## config.mk

```make
export PLATFORM = sky130hd
export DESIGN_NAME = ptw_mem_arbiter
export DESIGN_NICKNAME = d
export VERILOG_FILES = /design/src/rtl/ptw_mem_arbiter.sv
export SDC_FILE = /design/constraint.sdc
export NUM_CORES = 1
export LEC_CHECK = 0
export ABC_AREA = 1
export CAP_MARGIN = 20
export CORE_ASPECT_RATIO = 0.9
export CORE_MARGIN = 3
export CORE_UTILIZATION = 40
export CTS_CLUSTER_DIAMETER = 120
export DETAILED_ROUTE_END_ITERATION = 16
export PLACE_DENSITY = 0.87
export SLEW_MARGIN = 15
export SYNTH_ARGS = -nofsm -noshare
export SYNTH_HDL_FRONTEND = slang
export SYNTH_SLANG_ARGS = --single-unit
```

## constraint.sdc

```tcl
create_clock -name clk -period 4 [get_ports clk]
set_input_delay 0.6 -clock clk [delete_from_list [all_inputs] [get_ports clk]]
set_output_delay 0.6 -clock clk [all_outputs]
set_load 0.03 [all_outputs]
```

## src/rtl/ptw_mem_arbiter.sv

```systemverilog
// ptw_mem_arbiter: lets the instruction-side and data-side page table walkers
// share one memory port. Only one request is outstanding at a time. The single
// response goes back to the walker that issued the request. A response timeout
// produces a synthetic fault so a missing response cannot stall a walker.
//
// Ports
//   clk, reset                 clock; asynchronous active-low reset
//   i_req_*  / i_resp_*        instruction PTW request/response (read-only requests)
//   d_req_*  / d_resp_*        data PTW request/response (wen/wdata for A/D updates)
//   mem_req_* / mem_resp_*     shared memory port
//   spurious_resp              sticky flag: a memory response arrived with nothing outstanding
//
// Configuration macro
//   ARB_DATA_PRIORITY_EN       defined: the data PTW always wins a tie
//                              undefined: round-robin between the two walkers
module ptw_mem_arbiter #(
  parameter int unsigned ERRTY_WIDTH    = 2,
  parameter int unsigned TIMEOUT_CYCLES = 1023,
  parameter int unsigned TIMEOUT_ERRTY  = 0
) (
  input  logic                   clk,
  input  logic                   reset,
  input  logic                   i_req_valid,
  output logic                   i_req_ready,
  input  logic [31:0]            i_req_addr,
  output logic                   i_resp_valid,
  output logic [31:0]            i_resp_rdata,
  output logic                   i_resp_error,
  output logic [ERRTY_WIDTH-1:0] i_resp_errty,
  input  logic                   d_req_valid,
  output logic                   d_req_ready,
  input  logic [31:0]            d_req_addr,
  input  logic                   d_req_wen,
  input  logic [31:0]            d_req_wdata,
  output logic                   d_resp_valid,
  output logic [31:0]            d_resp_rdata,
  output logic                   d_resp_error,
  output logic [ERRTY_WIDTH-1:0] d_resp_errty,
  output logic                   mem_req_valid,
  input  logic                   mem_req_ready,
  output logic [31:0]            mem_req_addr,
  output logic                   mem_req_wen,
  output logic [31:0]            mem_req_wdata,
  input  logic                   mem_resp_valid,
  input  logic [31:0]            mem_resp_rdata,
  input  logic                   mem_resp_error,
  input  logic [ERRTY_WIDTH-1:0] mem_resp_errty,
  output logic                   spurious_resp
);

  localparam int unsigned CNT_W   = (TIMEOUT_CYCLES > 1) ? $clog2(TIMEOUT_CYCLES) : 1;
  localparam int unsigned TO_LAST = (TIMEOUT_CYCLES > 0) ? TIMEOUT_CYCLES - 1 : 0;
  localparam bit          TO_EN   = (TIMEOUT_CYCLES != 0);
  localparam logic        OWN_I   = 1'b0;
  localparam logic        OWN_D   = 1'b1;

  typedef enum logic [1:0] {
    IDLE      = 2'd0,
    ISSUE     = 2'd1,
    WAIT_RESP = 2'd2
  } state_e;

  state_e             state_q, state_d;
  logic               owner_q;
  logic [31:0]        addr_q;
  logic               wen_q;
  logic [31:0]        wdata_q;
  logic [CNT_W-1:0]   cnt_q, cnt_d;
  logic               spurious_q;
`ifndef ARB_DATA_PRIORITY_EN
  logic               last_grant_q;
`endif

  logic grant_i, grant_d;
  logic accept;
  logic timeout_hit;
  logic deliver;
  logic [31:0]            resp_rdata;
  logic                   resp_error;
  logic [ERRTY_WIDTH-1:0] resp_errty;

  // Grant decision, only meaningful while IDLE.
  always_comb begin
    grant_i = 1'b0;
    grant_d = 1'b0;
`ifdef ARB_DATA_PRIORITY_EN
    grant_d = d_req_valid;
    grant_i = i_req_valid & ~d_req_valid;
`else
    // On a tie the side that was not granted last time wins.
    grant_i = i_req_valid & (~d_req_valid | (last_grant_q == OWN_D));
    grant_d = d_req_valid & (~i_req_valid | (last_grant_q == OWN_I));
`endif
  end

  assign i_req_ready = (state_q == IDLE) & grant_i;
  assign d_req_ready = (state_q == IDLE) & grant_d;
  assign accept      = i_req_ready | d_req_ready;

  // A real response on the timeout cycle wins over the synthetic fault.
  assign timeout_hit = TO_EN && (cnt_q == CNT_W'(TO_LAST));
  assign deliver     = (state_q == WAIT_RESP) & (mem_resp_valid | timeout_hit);

  // Response payload: memory pass-through, or the synthetic timeout fault.
  always_comb begin
    resp_rdata = 32'd0;
    resp_error = 1'b1;
    resp_errty = ERRTY_WIDTH'(TIMEOUT_ERRTY);
    if (mem_resp_valid) begin
      resp_rdata = mem_resp_rdata;
      resp_error = mem_resp_error;
      resp_errty = mem_resp_errty;
    end
  end

  // Route the response to the owner only; the other side sees zeros.
  always_comb begin
    i_resp_valid = 1'b0;
    i_resp_rdata = 32'd0;
    i_resp_error = 1'b0;
    i_resp_errty = '0;
    d_resp_valid = 1'b0;
    d_resp_rdata = 32'd0;
    d_resp_error = 1'b0;
    d_resp_errty = '0;
    if (deliver) begin
      if (owner_q == OWN_I) begin
        i_resp_valid = 1'b1;
        i_resp_rdata = resp_rdata;
        i_resp_error = resp_error;
        i_resp_errty = resp_errty;
      end else begin
        d_resp_valid = 1'b1;
        d_resp_rdata = resp_rdata;
        d_resp_error = resp_error;
        d_resp_errty = resp_errty;
      end
    end
  end

  // Next-state logic.
  always_comb begin
    state_d = state_q;
    cnt_d   = cnt_q;
    unique case (state_q)
      IDLE: begin
        if (accept) state_d = ISSUE;
      end
      ISSUE: begin
        if (mem_req_ready) begin
          state_d = WAIT_RESP;
          cnt_d   = '0;
        end
      end
      WAIT_RESP: begin
        if (deliver) state_d = IDLE;
        else         cnt_d   = cnt_q + CNT_W'(1);
      end
      default: state_d = IDLE;
    endcase
  end

  // State, latched request fields and sticky spurious flag.
  always_ff @(posedge clk or negedge reset) begin
    if (!reset) begin
      state_q      <= IDLE;
      owner_q      <= OWN_I;
      addr_q       <= 32'd0;
      wen_q        <= 1'b0;
      wdata_q      <= 32'd0;
      cnt_q        <= '0;
      spurious_q   <= 1'b0;
`ifndef ARB_DATA_PRIORITY_EN
      last_grant_q <= OWN_D;
`endif
    end else begin
      state_q <= state_d;
      cnt_q   <= cnt_d;
      if (mem_resp_valid && (state_q != WAIT_RESP)) spurious_q <= 1'b1;
      if (d_req_ready) begin
        owner_q <= OWN_D;
        addr_q  <= d_req_addr;
        wen_q   <= d_req_wen;
        wdata_q <= d_req_wdata;
      end else if (i_req_ready) begin
        // Instruction walks never write.
        owner_q <= OWN_I;
        addr_q  <= i_req_addr;
        wen_q   <= 1'b0;
        wdata_q <= 32'd0;
      end
`ifndef ARB_DATA_PRIORITY_EN
      if (d_req_ready)      last_grant_q <= OWN_D;
      else if (i_req_ready) last_grant_q <= OWN_I;
`endif
    end
  end

  assign mem_req_valid = (state_q == ISSUE);
  assign mem_req_addr  = addr_q;
  assign mem_req_wen   = wen_q;
  assign mem_req_wdata = wdata_q;
  assign spurious_resp = spurious_q;

endmodule
```

-- Word level (Yosys, flattened, before mapping)
Index checks and enable logic that the tools add are counted.
- input bits: 138
- output and inout bits: 141
- logic and storage cells: 68
- register bits: 80
- mux-type cells: 33
- bitwise operators: 12
- eq/ne operators: 8
- add/sub/neg operators: 1
- reductions and logical operators: 6
- operators by type and width (operator ; count):
    $mux W32 ; 9
    $mux W10 ; 2
    $pmux W10 S2 ; 1
    $mux W2 ; 8
    $mux W1 ; 12
    $add A10 B1 Y10 const B ; 1
    $eq A10 B10 Y1 const B ; 1
    $ne A2 B2 Y1 const B ; 4
    $pmux W2 S3 ; 1
    $reduce_and A3 Y1 ; 2
    $and A1 B1 Y1 ; 5
    $or A1 B1 Y1 ; 4
    $reduce_bool A2 Y1 ; 2
    $not A1 Y1 ; 3
    $eq A2 B1 Y1 const B ; 1
    $eq A2 B2 Y1 const B ; 1
    $logic_not A2 Y1 ; 1
    $ne A2 B1 Y1 const B ; 1
    $logic_and A1 B1 Y1 ; 1

-- Logic depth before layout (Yosys ltp)
Gate-level depths: netlist of the first run.
- depth after elaboration: 7
- gate-level depth with buffers: 11
- gate-level depth less buffers: 10

-- Worst setup path before layout of the first run
No wires, ideal clock.
- path kind: reg2out
- start: register cnt_q[0]
- end: output port d_resp_error
- stages on the path, launching flop included: 9
- required time: 3400 ps
- arrival time: 1663 ps
- slack: 1737 ps
- path buffers: 0
- cells stage by stage: dfrtp_1 -> inv_1 -> ha_1 -> nand2_1 -> nor2_1 -> nand3_2 -> nand2_2 -> nand2_4 -> nor3_1
- cells in the longest elaborated chain, start to end: 4
- RTL lines (element ; RTL line ; text):
    start, declared ; 68 ; logic [CNT_W-1:0] cnt_q, cnt_d;
    start signal, assigned ; 178 ; cnt_q <= cnt_d;
    $eq A10 B10 Y1 ; 101 ; assign timeout_hit = TO_EN && (cnt_q == CNT_W'(TO_LAST));
    $or A1 B1 Y1 ; 102 ; assign deliver = (state_q == WAIT_RESP) & (mem_resp_valid | timeout_hit);
    $and A1 B1 Y1 ; 102 ;
    $mux W1 ; 126 ; if (deliver) begin
    end, declared ; 37 ; output logic d_resp_error,
Every way passes these cells.

-- Worst setup path after layout of the first run
- start: input port d_req_valid
- end: output port d_req_ready
- cells in the longest elaborated chain, start to end: 2
- RTL lines (element ; RTL line ; text):
    start, declared ; 30 ; input logic d_req_valid,
    $and A1 B1 Y1 ; 92 ; grant_d = d_req_valid & (~i_req_valid | (last_grant_q == OWN_I));
    $and A1 B1 Y1 ; 97 ; assign d_req_ready = (state_q == IDLE) & grant_d;
    end, declared ; 31 ; output logic d_req_ready,
Every way passes these cells.

==> impl_metrics.json, run 1 <==
{
  "outcome": "complete, no violations",
  "grt_max_degree": 81,
  "rsz0062_at_grt": "false",
  "cap_viol_max_count": 0,
  "synth_edf_count": 0,
  "ys_seq_area_frac": 0.4570,
  "power_mw": 4.439,
  "postCtsSetupBuffers": 0,
  "netlist_instances": 580,
  "wl_per_cell_um": 15.24,
  "tightest_slew_ns": 0.6051,
  "ir_worst_vdd_v": 0.0004031,
  "nets": 981,
  "die_area_sq_mm": 0.01225,
  "syn-num-nets": 720,
  "cts_max_path_buffers": 2,
  "crit_path_end_kind": "output port",
  "finClkSkew_ns": 0.01222,
  "achievable-frequency_mhz": 331.6,
  "drcViolationCount": 0,
  "setup-violations-final": 0,
  "port_buffers": 278,
  "startpoint_type": "input pin",
  "fin_tns_setup_ns": 0,
  "ios": 279,
  "synth-seq-cells": 80,
  "die_h_um": 105.3,
  "clk_pin_slew_worst_paths_ns": 0.06,
  "path_class": "in2out",
  "synth.distinct_cells": 32,
  "yosys_warnings": 0,
  "row_count": 35,
  "vias": 4667,
  "period_share": 0.7539,
  "maxSlewViolCount": 0,
  "cellLeakagePower_nw": 4.025,
  "final.min_clock_period_ns": 3.016,
  "grt_use_total": 0.2365,
  "die_w_um": 116.3,
  "p_per_area_mw_per_mm2": 611.0,
  "viasPerCell": 4.792,
  "drt_iter0_markers": 262,
  "cts_max_level": 3,
  "clk_latency_ns": 0.33,
  "synthToLayoutAreaGrowth_pct": 65.77,
  "r2r_slack_ns": 1.34,
  "antenna_found_initial": 0,
  "syn_area_per_cell_sq_um": 7.557,
  "hp-class": "in2async",
  "cp.arrival_ns": 2.42,
  "dp_hpwl_um": 11450,
  "grt_overflow_total": 0,
  "core_sq_mm": 0.01047,
  "gp_congestion": 0.8564,
  "cts_root_buf": "clkbuf_16",
  "ys.flop_type": "dfrtp_1",
  "syn_area_sq_mm": 0.004383,
  "ctsResizeCount": 0,
  "ant_nets": 0,
  "slew-limit-headroom": 0.5966,
  "drive_gt1_frac": 0.1219,
  "cts_hold_buffers": 0,
  "finalHoldViolations": 0,
  "dr.pass1.iters": 5,
  "initial_core_util": 0.4188,
  "antenna_cells": 0,
  "r2r-start": "last_grant_q",
  "synthArstFlopShare": 1.000,
  "critPathMaxFanout": 36,
  "cts_made_buffers": 9,
  "grt_pass1_wl_um": 22900,
  "grt_pass1_vias": 4587,
  "startpoint": "d_req_valid",
  "clkSinkCount": 80,
  "cts_tree": "built",
  "wl_um": 14840,
  "cp.required_ns": 3.40
}
path summary, 6_finish.rpt:
kind / end / cells past startpoint
max in group asynchronous: mem_req_wdata[22] / 2
worst min-delay path: mem_req_addr[17] / 1
worst max register to register: mem_req_addr[9] / 7
worst min register to register: spurious_resp / 1
worst max-delay path: d_req_ready / 4
min in group clk: spurious_resp / 1
synth_stat cells, drive strengths merged, types with 2 or more instances:
cell type / n / area [sq um]
a22o: 33 / 289.0
buf: 21 / 170.2
clkbuf: 11 / 41.29
dfrtp: 79 / 1977
ha: 2 / 25.02
inv: 117 / 439.2
nand2: 166 / 638.1
nand3: 17 / 102.6
nor2: 50 / 237.7
nor3: 3 / 15.01
o21ai: 71 / 355.3
xor2: 2 / 17.52
metrics by stage:
step | cells | utilization | hold WS, ns | setup WS, ns | instance area (sq um)
floorplan | 580 | - | 0.3044 | 1.737 | 4383
global placement | 958 | 0.6662 | 0.4660 | 0.8555 | 6973
detailed placement | 958 | 0.6662 | 0.4629 | 0.7608 | 6973
CTS | 973 | 0.6916 | 0.4775 | 0.9865 | 7238
global route | 974 | 0.6942 | 0.2033 | 0.8574 | 7266
finish | 974 | 0.6942 | 0.1806 | 0.9842 | 7266
state kept, by name (all words and copies together), names as in the netlist:
name / flops
state_q: 2
mem_req_wdata: 32
owner_q: 1
spurious_resp: 1
mem_req_wen: 1
cnt_q: 10
mem_req_addr: 32
last_grant_q: 1
metal layers:
metal	part of all wire	GRT usage	routed length (um)	up-vias
li1	-	-	-	2294
met1	0.37	0.2686	5423	2136
met2	0.51	0.4154	7630	209
met3	0.092	0.06315	1359	28
met4	0.029	0.09528	430	0
met5	0	0	0	-
layout make-up:
cell class                      count  area [sq um]
Sequential cell                    80          2003
Fill cell                         800          3201
Timing Repair Buffer              282          2668
Clock buffer                       12         246.5
Tap cell                          129         161.4
Multi-Input combinational cell    351          1729
Clock inverter                      3         18.77
Inverter                          117         439.2
kinds of logic after synthesis:
family | count (synthesis) | share of synthesized area
compound gates | 107 | 0.1516
buf+inv | 149 | 0.1484
xor+xnor | 3 | 0.005996
fa+ha+maj | 2 | 0.005708
simple gates | 239 | 0.2312
flops | 80 | 0.4570
layout by cell type (no fill, tap or decap), types with 3 or more instances in the layout:
cell,count
a22o_1,33
inv_1,115
nand2_1,162
nand2_2,3
o21ai_0,41
clkdlybuf4s50_1,207
nor2_1,45
nor3_1,3
clkbuf_16,9
nand3_1,15
dfrtp_1,79
buf_4,73
o21ai_1,30
where the power goes:
part	internal [mW]	total (mW)	leakage (nW)	switching [mW]
registers	1.13	1.35	1.02	0.215
clock network	0.433	0.737	0.132	0.304
logic	0.935	2.36	2.88	1.42
critical path: stages:
cell	delay, ns
clkdlybuf4s50_1	0.53
nand3_4	0.35
inv_2	0.21
clkdlybuf4s50_1	0.71
No activity file was read; power rests on OpenSTA's default activity.
==> run 2, diff against run 1 <==
--- a/config.mk
+++ b/config.mk
@@ -9,10 +9,10 @@
 export CAP_MARGIN = 20
 export CORE_ASPECT_RATIO = 0.9
 export CORE_MARGIN = 3
-export CORE_UTILIZATION = 40
+export CORE_UTILIZATION = 37
 export CTS_CLUSTER_DIAMETER = 120
 export DETAILED_ROUTE_END_ITERATION = 16
-export PLACE_DENSITY = 0.87
+export PLACE_DENSITY = 0.81
 export SLEW_MARGIN = 15
 export SYNTH_ARGS = -nofsm -noshare
 export SYNTH_HDL_FRONTEND = slang
==> constraint.sdc (replaced) <==
create_clock -name clk -period 3 [get_ports clk]
set_input_delay 0.45 -clock clk [delete_from_list [all_inputs] [get_ports clk]]
set_output_delay 0.45 -clock clk [all_outputs]
set_load 0.03 [all_outputs]
==> run 2 against run 1 <==
Effect of this change: sequential cell count is the same; final area up 2.4%; combinational power increased by 35%; routed wire length is 3.9% lower; critical path depth up 7; sequential share of layout area decreased by 0.65 points.
==> impl_metrics.json, run 2 (synthesis results as in run 1) <==
{
  "dr.pass1.iters": 4,
  "period_share": 0.8832,
  "p_sw_frac": 0.4080,
  "viasPerCell": 4.547,
  "die_w_um": 120.7,
  "wl_per_cell_um": 14.20,
  "antenna_cells": 0,
  "maxSlewViolCount": 0,
  "dp_hpwl_um": 10640,
  "crit_path_end_kind": "output port",
  "cts_made_buffers": 9,
  "rr_worst_depth": 9,
  "p_per_area_mw_per_mm2": 856.5,
  "cts_max_level": 3,
  "hp-class": "in2async",
  "die_area_sq_mm": 0.01319,
  "rsz0062_at_grt": "false",
  "drt_iter0_markers": 180,
  "gp_congestion": 0.7724,
  "antenna_found_initial": 0,
  "drcViolationCount": 0,
  "finClkSkew_ns": 0.003340,
  "slew-limit-headroom": 0.6469,
  "nets": 984,
  "regArea_sq_mm": 0.002003,
  "row_count": 37,
  "grt_pass1_vias": 4273,
  "core_sq_mm": 0.01148,
  "setup-violations-final": 0,
  "die_h_um": 109.3,
  "switchingPower_mw": 2.601,
  "critPathMaxFanout": 35,
  "path_class": "reg2out",
  "cp.required_ns": 2.55,
  "startpoint_type": "flop",
  "cp.arrival_ns": 2.20,
  "cts_hold_buffers": 0,
  "grt_use_total": 0.2013,
  "cts_root_buf": "clkbuf_16",
  "grt_overflow_total": 0,
  "synthToLayoutAreaGrowth_pct": 69.80,
  "clk_pin_slew_worst_paths_ns": 0.06,
  "power_frac_seq": 0.278,
  "achievable-frequency_mhz": 377.4,
  "drive_gt1_frac": 0.1319,
  "multi_input_area_sq_mm": 0.001729,
  "comb_power_share": 0.499,
  "intPower_mw": 3.773,
  "ctsResizeCount": 0,
  "fill_cells": 1008,
  "cts_max_path_buffers": 2,
  "p_clk_frac": 0.223,
  "clkSinkCount": 80,
  "setup_slack_ns": 0.3505,
  "cellLeakagePower_nw": 4.105,
  "ir_worst_vdd_v": 0.0004975,
  "cts_tree": "built",
  "initial_core_util": 0.3818,
  "outcome": "complete, no violations",
  "port_buffers": 278,
  "postCtsSetupBuffers": 0,
  "grt_pass1_wl_um": 21190,
  "wl_um": 14270,
  "vias": 4570,
  "cap_viol_max_count": 0,
  "grt_max_degree": 81,
  "finalHoldViolations": 0,
  "fin_tns_setup_ns": 0,
  "final_cell_mix": "clkdlybuf4s50_1 (204), nand2_1 (162), inv_1 (115)",
  "layout_commonest_cell": "clkdlybuf4s50_1",
  "ios": 279,
  "final.min_clock_period_ns": 2.649,
  "ant_nets": 0,
  "tightest_slew_ns": 0.5281,
  "place_ws_ns": 0.5986,
  "clk_latency_ns": 0.33
}
## run 2: cell types whose count changed in the layout (fill, tap and decap cells not counted)
cell,change
clkinv_4,+1
clkbuf_8,-1
clkdlybuf4s50_1,-3
buf_4,+6
clkbuf_1,-2
clkinv_2,-2
bufinv_16,+5
## run 2: per-stage QoR
stage	instance area, sq um	hold WS (ns)	power, mW	cells	utilization
3_3_place_gp	7022	0.4691	4.942	988	0.6116
4_1_cts	7415	0.3400	6.439	1004	0.6458
2_1_floorplan	4383	0.1544	3.652	580	-
6_report	7442	0.07423	6.374	1005	0.6482
3_5_place_dp	7022	0.4691	4.987	988	0.6116
5_1_grt	7442	0.09604	6.721	1005	0.6482
## run 2: metal layers
metal	up-vias	share of wire	global-route usage
li1	2303	-	-
met1	2054	0.39	0.2304
met2	197	0.50	0.3558
met3	16	0.095	0.07210
met4	0	0.019	0.05906
met5	-	0	0
## run 2: path summary, 6_finish.rpt
check	from	end	slack (ns)
max in group asynchronous	reset	last_grant_q	2.28
hold reg to reg	mem_req_addr[13]	mem_req_addr[13]	0.49
min in group clk	mem_req_addr[13]	mem_req_addr[13]	0.49
setup / recovery	cnt_q[0]	i_resp_rdata[6]	0.35
hold / removal	reset	mem_req_wdata[7]	0.07
setup reg to reg	cnt_q[0]	cnt_q[2]	1.07
## run 2: critical path, stage by stage (launching register included)
cell     delay, ns
dfrtp_1       0.41
inv_1         0.09
ha_1          0.15
nand2_1       0.05
nor2_1        0.13
nand3_2       0.10
nand2_2       0.09
nand2_4       0.09
nor2_8        0.39
nand2_1       0.12
inv_1         0.07
buf_4         0.15
## run 2: cell type report
cell class | count | share of cell area
Sequential cell | 80 | 0.2692
Clock inverter | 7 | 0.02253
Inverter | 117 | 0.05901
Tap cell | 156 | 0.02623
Clock buffer | 9 | 0.03026
Timing Repair Buffer | 285 | 0.3605
Multi-Input combinational cell | 351 | 0.2323
## run 2: power groups by stage
stage | logic, mW | registers (mW) | clock network [mW]
6_report | 3.18 | 1.77 | 1.42
5_1_grt | 3.40 | 1.83 | 1.49
4_1_cts | 3.21 | 1.77 | 1.45
3_5_place_dp | 3.21 | 1.78 | 0
3_3_place_gp | 3.17 | 1.77 | 0
2_1_floorplan | 1.15 | 2.50 | 0
